==> src/rtl/counter_pkg.sv <==
// Shared definitions for the synchronous down counter: FSM state encoding and
// a small helper used when deciding where a load sends the FSM.
package counter_pkg;

  typedef enum logic [1:0] {
    ST_IDLE = 2'b00,
    ST_RUN  = 2'b01,
    ST_DONE = 2'b10
  } state_t;

  // A zero load value means there is nothing to count, so go straight to DONE.
  function automatic state_t load_target(input logic nonzero);
    return nonzero ? ST_RUN : ST_DONE;
  endfunction

endpackage

==> src/rtl/sync_tff_ld.sv <==
// One counter bit: synchronous T flip-flop with parallel load.
// Priority is rst > ld > t.
module sync_tff_ld (
  input  logic clk,
  input  logic rst,
  input  logic t,
  input  logic ld,
  input  logic d,
  output logic q
);

  // NOTE: sequential state is written with non-blocking assignments so that every
  // flop samples the pre-edge values of its neighbours, regardless of block order.
  always_ff @(posedge clk) begin
    if (rst) begin
      q <= 1'b0;
    end else if (ld) begin
      q <= d;
    end else if (t) begin
      q <= ~q;
    end
  end

endmodule

==> src/rtl/sync_down_counter.sv <==
// Loadable synchronous down counter / one-shot timer with optional auto-reload.
// Bits are T flops driven by a borrow chain; the FSM and tc register live here.
module sync_down_counter
  import counter_pkg::*;
#(
  parameter int WIDTH = 4
) (
  input  logic             clk,
  input  logic             rst,
  input  logic             load,
  input  logic [WIDTH-1:0] load_val,
  input  logic             en,
  input  logic             auto_reload,
  output logic [WIDTH-1:0] count,
  output logic             tc,
  output logic             busy,
  output logic             done
);

  state_t           state;
  logic [WIDTH-1:0] reload_reg;
  logic [WIDTH-1:0] borrow;
  logic [WIDTH-1:0] d;
  logic             ld;
  logic             at_one;
  logic             step;
  logic             expire;
  logic             dec;

  assign at_one = (count == WIDTH'(1));
  assign step   = (state == ST_RUN) && en && !load;
  assign expire = step && at_one;
  // The 1 -> next transition is handled by a load, so the chain never sees 0 and
  // the counter cannot wrap to all-ones.
  assign dec    = step && !at_one;

  // NOTE: every signal assigned here gets a value on every path (defaults first),
  // otherwise synthesis would infer latches.
  always_comb begin
    borrow    = '0;
    borrow[0] = dec;
    for (int i = 1; i < WIDTH; i++) begin
      borrow[i] = borrow[i-1] & ~count[i-1];
    end
  end

  always_comb begin
    ld = load | expire;
    if (load) begin
      d = load_val;
    end else if (auto_reload) begin
      d = reload_reg;
    end else begin
      d = '0;
    end
  end

  for (genvar i = 0; i < WIDTH; i++) begin : g_bit
    sync_tff_ld u_bit (
      .clk (clk),
      .rst (rst),
      .t   (borrow[i]),
      .ld  (ld),
      .d   (d[i]),
      .q   (count[i])
    );
  end

  always_ff @(posedge clk) begin
    if (rst) begin
      state      <= ST_IDLE;
      reload_reg <= '0;
      tc         <= 1'b0;
    end else if (load) begin
      state      <= load_target(load_val != '0);
      reload_reg <= load_val;
      tc         <= 1'b0;
    end else begin
      tc <= 1'b0;
      case (state)
        ST_RUN: begin
          if (en && at_one) begin
            tc    <= 1'b1;
            state <= auto_reload ? ST_RUN : ST_DONE;
          end
        end
        ST_DONE: state <= ST_DONE;
        default: state <= ST_IDLE;
      endcase
    end
  end

  assign busy = (state == ST_RUN);
  assign done = (state == ST_DONE);

endmodule
==> config.mk <==
export PLATFORM = sky130hd
export DESIGN_NAME = sync_down_counter
export DESIGN_NICKNAME = d
export VERILOG_FILES = /design/src/rtl/counter_pkg.sv /design/src/rtl/sync_tff_ld.sv /design/src/rtl/sync_down_counter.sv
export SDC_FILE = /design/constraint.sdc
export NUM_CORES = 1
export LEC_CHECK = 0
export ABC_AREA = 0
export BUFFER_PORTS_ARGS = -buffer_cell sky130_fd_sc_hd__buf_2
export CORE_MARGIN = 1.5
export CORE_UTILIZATION = 40
export DETAILED_ROUTE_END_ITERATION = 6
export PLACE_DENSITY_LB_ADDON = 0.15
export SYNTH_ARGS = -nofsm -noshare
export SYNTH_HDL_FRONTEND = slang
export SYNTH_SLANG_ARGS = --single-unit
==> constraint.sdc <==
create_clock -name clk -period 1.7 [get_ports clk]
set_input_delay 0.34 -clock clk [delete_from_list [all_inputs] [get_ports clk]]
set_output_delay 0.34 -clock clk [all_outputs]
set_load 0.1 [all_outputs]
Yosys cells after proc, flatten, opt, wreduce, memory -nomap -nowiden
Cells that the tools add are included.
{ "classes": {"addsub": 0, "multipliers": 0, "n_div": 0, "order_cmp": 0, "eq_ne": 4, "n_shift": 0, "n_mux": 16, "bitwise_logic": 9, "n_reduce_logical": 13} }
{ "ops": {"columns": ["operator", "count"], "rows": [
  ["2-to-1 mux 1 bit", 9],
  ["2-to-1 mux 2 bit", 4],
  ["2-to-1 mux 4 bit", 2],
  ["nonzero test 2 bit", 4],
  ["logical AND 1 bit", 5],
  ["inverter 1 bit", 5],
  ["== test 4 x 1 -> 1 bit, second input constant", 1],
  ["one-hot mux 2 bit (2 select lines)", 1],
  ["nonzero test 4 bit", 1],
  ["bitwise AND 1 bit", 3],
  ["!= test 3 x 2 -> 1 bit, second input constant", 1],
  ["OR reduction 3 bit", 1],
  ["== test 2 x 1 -> 1 bit, second input constant", 1],
  ["== test 2 bit, second input constant", 1],
  ["logical NOT 1 bit", 2],
  ["bitwise OR 1 bit", 1]
]} }
{ "word_totals": {"ff_bits": 11, "latch_bits": 0, "ramBits": 0, "romBits": 0, "inputBits": 9, "out_inout_bits": 7, "wordCells": 49, "mem_count": 0} }

Logic depth before layout (Yosys ltp)
Gate-level depths: netlist (run 1).
{ "depth": {"word_depth": 9, "ltp_mapped": 6, "mapped_depth_nobuf": 6} }

By module
From an unflattened synthesis (run 1), not the netlist that was laid out.
{ "unflattened": {"cells_unflattened": 69, "area_unflattened_um2": 655.6} }
{ "by_module_without_submodules": {"columns": ["mod", "n_inst", "cells_each", "area_per_inst_um2", "seq_area_each_um2"], "rows": [
  ["sync_down_counter", 1, 49, 450.4, 140.1],
  ["sync_tff_ld", 4, 5, 51.3, 20.0]
]} }

Worst setup path before layout (run 1)
Ideal clock, no wire load.
{ "synth_timing": {"path_type": "register to register", "from": "reg state[1]", "to": "reg state[0]", "setup_ns": 0.086, "t_arrival_ns": 2.073, "t_required_ns": 1.614, "setup_slack_ns": -0.458, "stages_incl_launch_ff": 7, "path_buffers": 0, "period_less_slack_ns": 2.158, "path_cell_list": "dfxtp_1 > inv_1 > ha_1 > and2b_2 > a21boi_1 > a221oi_1 > a211oi_1"} }
{ "synth_between": {"elab_chain_len": 3, "word_cells_on_any_way": 5, "cone_classes": "eq/ne (3); mux (2)"} }
{ "synth_rtl": {"columns": ["element", "line", "rtl"], "rows": [
  ["start, declared", "sync_down_counter.sv:20", "state_t state;"],
  ["start signal, assigned", "sync_down_counter.sv:75", "state <= load_target(load_val != '0);"],
  ["start signal, assigned", "sync_down_counter.sv:84", "state <= auto_reload ? ST_RUN : ST_DONE;"],
  ["== test 2 x 1 -> 1 bit (*)", null, null],
  ["via busy", "sync_down_counter.sv:16", "output logic busy,"],
  ["one-hot mux 2 bit (2 select lines)", "sync_down_counter.sv:80", "case (state)"],
  ["2-to-1 mux 2 bit", "sync_down_counter.sv:74", "end else if (load) begin"]
]} }
Mark *: on every way through the listed nets, which the timed path passes. The rest lies on a longest branch.
A chain may end at the register's enable or synchronous reset.

Final worst setup path (run 1)
{ "layout_timing": {"from": "reg state[1]", "to": "out busy"} }
{ "layout_between": {"elab_chain_len": 1} }
{ "layout_rtl": {"columns": ["element", "line", "rtl"], "rows": [
  ["== test 2 x 1 -> 1 bit", "sync_down_counter.sv:93", "assign busy = (state == ST_RUN);"],
  ["end, declared", "sync_down_counter.sv:16", null]
]} }
Every way passes these cells.

==> results_dict.tcl, run 1 <==
set metrics [dict create \
    status "completed" \
    fp-row-count 14 \
    max_stage_delay_ns 0.43 \
    area_growth_pct 13.7 \
    skew_ns 0.000835 \
    synth_seq_area_share_pct 34.0 \
    worstReg2RegStart "g_bit[2].u_bit.q$_SDFFE_PP0P_" \
    grt_use_met2_pct 18.5 \
    clkLatencyLatePin_ns 0.26 \
    crit_family "buffers and inverters" \
    rsz0062_at_grt "false" \
    worstPathArrival_ns 1.31 \
    core_um2 1510 \
    grtUsageMet3_pct 2.98 \
    finalWirelength_mm 1.15 \
    maxCapViolCount 0 \
    cts_max_path_buffers 2 \
    first_pass_iters 4 \
    finalHoldViolations 0 \
    crit_fanout 5 \
    layout_min_cycle_time_ns 1.65 \
    critPathCaptureType "primary output" \
    ir_worst_vdd_mv 0.330 \
    area.sequential_um2 220 \
    antenna_cells 0 \
    synth_edf_count 0 \
    ys_warn_count 0 \
    synth.distinct_cells 25 \
    tns_ns 0 \
    p_leak_uw 0.000323 \
    layout_common_cells "buf_2, dfxtp_1, nor2_1" \
    die_y_um 43.3 \
    cts_setup_buffers 0 \
    grt_start_max_net_pins 17 \
    cts_tree "built" \
    yosysTopAreaCell "dfxtp_1" \
    detail-route-antenna-nets 0 \
    worstSetupStartpoint "state[1]$_SDFFE_PP0P_" \
    cts_root_buf "clkbuf_4" \
    synth.top_cell.area_share_pct 34.0 \
    routedWlPerCell_um 12.5 \
    layout_commonest_cell "buf_2" \
    globalRouteOverflowTotal 0 \
    setup_viol 0 \
    htreeDepth 1 \
    io_pins 16 \
    synthCells 63 \
    die_area_um2 1870 \
    drc 0 \
    antenna_found_initial 0 \
    fmax_mhz 605 \
    grt_pass1_vias 452 \
    syn_avg_cell_area_um2 10.3 \
    top_usage_layer "met1" \
    final_nets 88 \
    ys.flop_type "dfxtp_1" \
    synthArstFlopShare_pct 0 \
    crit_path_end "busy" \
    cts_resized 0 \
    fin_crit_sh_pct 97.2 \
    multi_input_area_um2 373 \
    reg2reg_slack_ns 0.25 \
    met1_usage_pct 20.7 \
    slew_viol_final 0 \
    p_per_area_nw_per_um2 887 \
    crit_path_cell_trace "inv_1 > ha_4 > buf_2" \
    cp_slowest_cell "buf_2" \
    globalplace.congestion 0.686 \
    place_hpwl_um 847 \
    ys_seq_elements 11 \
    worstPathBufferInverterCount 2 \
    syn_area_um2 648 \
    synth.top_cells.by_area "dfxtp_1, a211oi_1, mux2i_1, buf_4, a221oi_1" \
    ff2ff_path_depth 4 \
    die_w_um 43.3 \
    syn-num-nets 74 \
    cp-start-kind "register" \
    worstSetupPathType "reg -> out" \
    max_slew_margin_pct 67.9 \
    cts_made_buffers 3 \
    clkTransAtPathRegs_ns 0.07 \
    critical_path_required_ns 1.36 \
    vias 471 \
    cts.sinks 11 \
    fillCellCount 152 \
    grt.total_usage_pct 14.0 \
    worst_pin_slew_ns 0.484 \
    cp_num_cells 3 \
    drive_gt1_share_pct 34.2 \
    timing.rr.end "g_bit[2].u_bit.q$_SDFFE_PP0P_" \
    fin_util_pct 48.9 \
    initialDrtViolationCount 15 \
    min_path_type "in -> reg" \
    start_util_pct 43.0 \
    grt_pass1_wl_mm 1.96 \
    cts_hold_buf 0 \
    portBuffers 15 \
    viasPerCell 5.12 \
]
[area by class of cell]
type / count / area share (%)
Multi-Input combinational cell: 41 / 50.6
Sequential cell: 11 / 29.9
Timing Repair Buffer: 16 / 11.2
Clock buffer: 4 / 3.57
Tap cell: 16 / 2.72
Inverter: 4 / 2.04
[through the flow]
step | hold slack [ns] | setup slack, ns | power, µW | area, µm² | std cells
CTS | 0.340 | 0.0331 | 660 | 737 | 92
global route | 0.361 | 0.00657 | 687 | 737 | 92
detailed placement | 0.474 | 0.198 | 480 | 711 | 88
global placement | 0.468 | 0.161 | 480 | 711 | 88
floorplan | 0.450 | 0.0469 | 457 | 661 | 63
finish | 0.343 | 0.0473 | 654 | 737 | 92
[worst min path at each step]
stage	slack (ns)	end	startpoint	cells past startpoint
after floorplan	0.45	reload_reg[0]$_SDFFE_PP0P_	reload_reg[0]$_SDFFE_PP0P_	2
after global placement	0.47	reload_reg[0]$_SDFFE_PP0P_	reload_reg[0]$_SDFFE_PP0P_	2
after detailed placement	0.47	reload_reg[0]$_SDFFE_PP0P_	reload_reg[0]$_SDFFE_PP0P_	2
after CTS	0.34	reload_reg[1]$_SDFFE_PP0P_	load_val[1]	3
after global routing	0.36	reload_reg[1]$_SDFFE_PP0P_	load_val[1]	3
final	0.34	reload_reg[2]$_SDFFE_PP0P_	load_val[2]	3
[layer usage]
layer | vias to the layer above | wire [µm]
li1 | 252 | -
met1 | 206 | 602
met2 | 11 | 471
met3 | 2 | 56
met4 | 0 | 17
met5 | - | 0
[cell families (layout without fill, tap and decap cells)]
family	count (synthesis)	in the layout	synth area share, %
AO/OA/AOI/OAI	16	16	21.6
XOR/XNOR	3	3	4.05
flip-flops	11	11	34.0
buffers and inverters	11	24	10.4
multiplexers	4	4	6.18
adder cells (fa/ha/maj)	2	2	3.86
AND/OR/NAND/NOR	16	16	19.9
[report_power, final]
part	total, µW	switching, µW	internal, µW
Combinational	184	130	54.6
Clock	180	89.8	90.7
Sequential	289	15.6	273
[Yosys cell counts (all sizes together) (2+ instances only)]
| cell type | instances |
|---|---|
| inv | 4 |
| buf | 6 |
| a211oi | 6 |
| ha | 2 |
| a221oi | 4 |
| dfxtp | 11 |
| nor2 | 9 |
| mux2i | 4 |
| xnor2 | 2 |
[worst min-delay path: cells and delay by family]
| kind | cells | cell delay, ns |
|---|---|---|
| mux | 1 | 0.06 |
| buf+inv | 1 | 0.10 |
| simple gates | 1 | 0.07 |
Note: power is estimated with default switching activity, not from simulation.
==> run 2: changes to the inputs <==
clock period = 1.9 ns   (was 1.7 ns; I/O delays follow)
==> results_dict.tcl, run 2 (synthesized netlist as in run 1, its figures left out) <==
set metrics [dict create \
    status "completed" \
    ff2ff_path_depth 6 \
    cts_tree "built" \
    rsz0062_at_grt "false" \
    critPathCaptureType "primary output" \
    io_pins 16 \
    globalplace.congestion 0.691 \
    first_pass_iters 3 \
    viasPerCell 5.53 \
    critical_path_required_ns 1.52 \
    antenna_found_initial 0 \
    drc 0 \
    clkTransAtPathRegs_ns 0.07 \
    portBuffers 15 \
    fmax_mhz 567 \
    die_w_um 43.3 \
    setup_viol 0 \
    grt.total_usage_pct 16.2 \
    hp-start "load_val[3]" \
    fp-row-count 14 \
    cts_root_buf "clkbuf_4" \
    max_slew_margin_pct 67.8 \
    cts_hold_buf 0 \
    drive_gt1_share_pct 33.3 \
    ir_worst_vdd_mv 0.442 \
    layout_min_cycle_time_ns 1.76 \
    core_um2 1510 \
    worstPathArrival_ns 1.38 \
    initialDrtViolationCount 2 \
    fillCellCount 156 \
    routedWlPerCell_um 13.9 \
    p_per_area_nw_per_um2 804 \
    min_path_type "in -> reg" \
    cp-start-kind "register" \
    vias 503 \
    grt_pass1_wl_mm 2.19 \
    skew_ns 0.00321 \
    worstSetupPathType "reg -> out" \
    whs_path_depth 3 \
    slew_viol_final 0 \
    htreeDepth 1 \
    cp_slowest_cell "buf_2" \
    die_area_um2 1870 \
    clkLatencyLatePin_ns 0.27 \
    crit_path_cell_trace "inv_1 > ha_2 > buf_2" \
    layout_commonest_cell "buf_2" \
    cts_max_path_buffers 2 \
    crit_fanout 5 \
    min_to "reload_reg[3]$_SDFFE_PP0P_" \
    grt_start_max_net_pins 17 \
    final_nets 87 \
    grt_pass1_vias 494 \
    antenna_cells 0 \
    detail-route-antenna-nets 0 \
    timing.rr.end "state[0]$_SDFFE_PP0P_" \
    tns_ns 0 \
    cts_made_buffers 3 \
    reg2reg_slack_ns 0.38 \
    maxCapViolCount 0 \
    worst_pin_slew_ns 0.486 \
    globalRouteOverflowTotal 0 \
    finalWirelength_mm 1.26 \
    finalHoldViolations 0 \
    cts.sinks 11 \
    cts_setup_buffers 0 \
    finalNonFillerCells 91 \
    place_hpwl_um 929 \
    area_growth_pct 11.0 \
    max_stage_delay_ns 0.45 \
    cts_resized 0 \
    layout_common_cells "buf_2, dfxtp_1, nor2_1" \
    p_leak_uw 0.000316 \
    worstReg2RegStart "state[1]$_SDFFE_PP0P_" \
    fin_crit_sh_pct 92.8 \
    start_util_pct 43.0 \
    die_y_um 43.3 \
    place_inst 87 \
]
run 2: cell count changes in the layout (fill, tap and decap cells not counted):
| cell | change |
|---|---|
| buf_4 | -1 |
| ha_2 | +1 |
| ha_4 | -1 |
run 2: report_power, final:
group | internal, µW | switching [µW] | leakage [µW] | total [µW]
clock | 81.3 | 77.1 | 0.0000150 | 158
combinational | 45.3 | 114 | 0.000210 | 160
sequential | 245 | 15.5 | 0.0000906 | 260
run 2: how the worst max path moves through the flow:
stage	startpoint	to	slack [ns]	cells after the start
2_1_floorplan	state[1]$_SDFFE_PP0P_	state[0]$_SDFFE_PP0P_	0.12	6
3_3_place_gp	load	state[0]$_SDFFE_PP0P_	0.30	5
3_5_place_dp	load	state[0]$_SDFFE_PP0P_	0.31	5
4_1_cts	state[1]$_SDFFE_PP0P_	busy	0.12	3
5_1_grt	state[1]$_SDFFE_PP0P_	busy	0.06	3
6_report	state[1]$_SDFFE_PP0P_	busy	0.14	3
run 2: per-layer routing:
layer / global-route usage (%) / share of wire (%) / vias to the layer above
met5: 0 / 0 / -
met4: 5.45 / 1.1 / 0
met3: 8.09 / 6.3 / 2
met2: 26.3 / 47 / 13
met1: 18.3 / 45 / 235
li1: - / - / 253
run 2: worst max-delay path, delay by kind of cell, from the launching register on:
kind / cells / cell delay (ns)
buffers and inverters: 2 / 0.53
flip-flops: 1 / 0.32
adder cells (fa/ha/maj): 1 / 0.26
run 2: area by class of cell:
cell class | instances | area (µm²) | area share, %
multi-input combinational | 41 | 363 | 50.4
sequential | 11 | 220 | 30.6
inverter | 4 | 15.0 | 2.09
timing repair buffer | 15 | 75.1 | 10.4
clock buffer | 4 | 26.3 | 3.65
tap | 16 | 20.0 | 2.78
run 2: metrics by stage:
step | util (%) | hold WS [ns] | power, µW | cell area, µm² | worst slack (ns)
after CTS | 47.8 | 0.374 | 587 | 719 | 0.123
after detailed placement | 46.0 | 0.479 | 426 | 693 | 0.312
final | 47.8 | 0.378 | 578 | 719 | 0.136
after floorplan | - | 0.450 | 405 | 651 | 0.121
after global placement | 46.0 | 0.468 | 424 | 693 | 0.305
after global routing | 47.8 | 0.416 | 613 | 719 | 0.0602
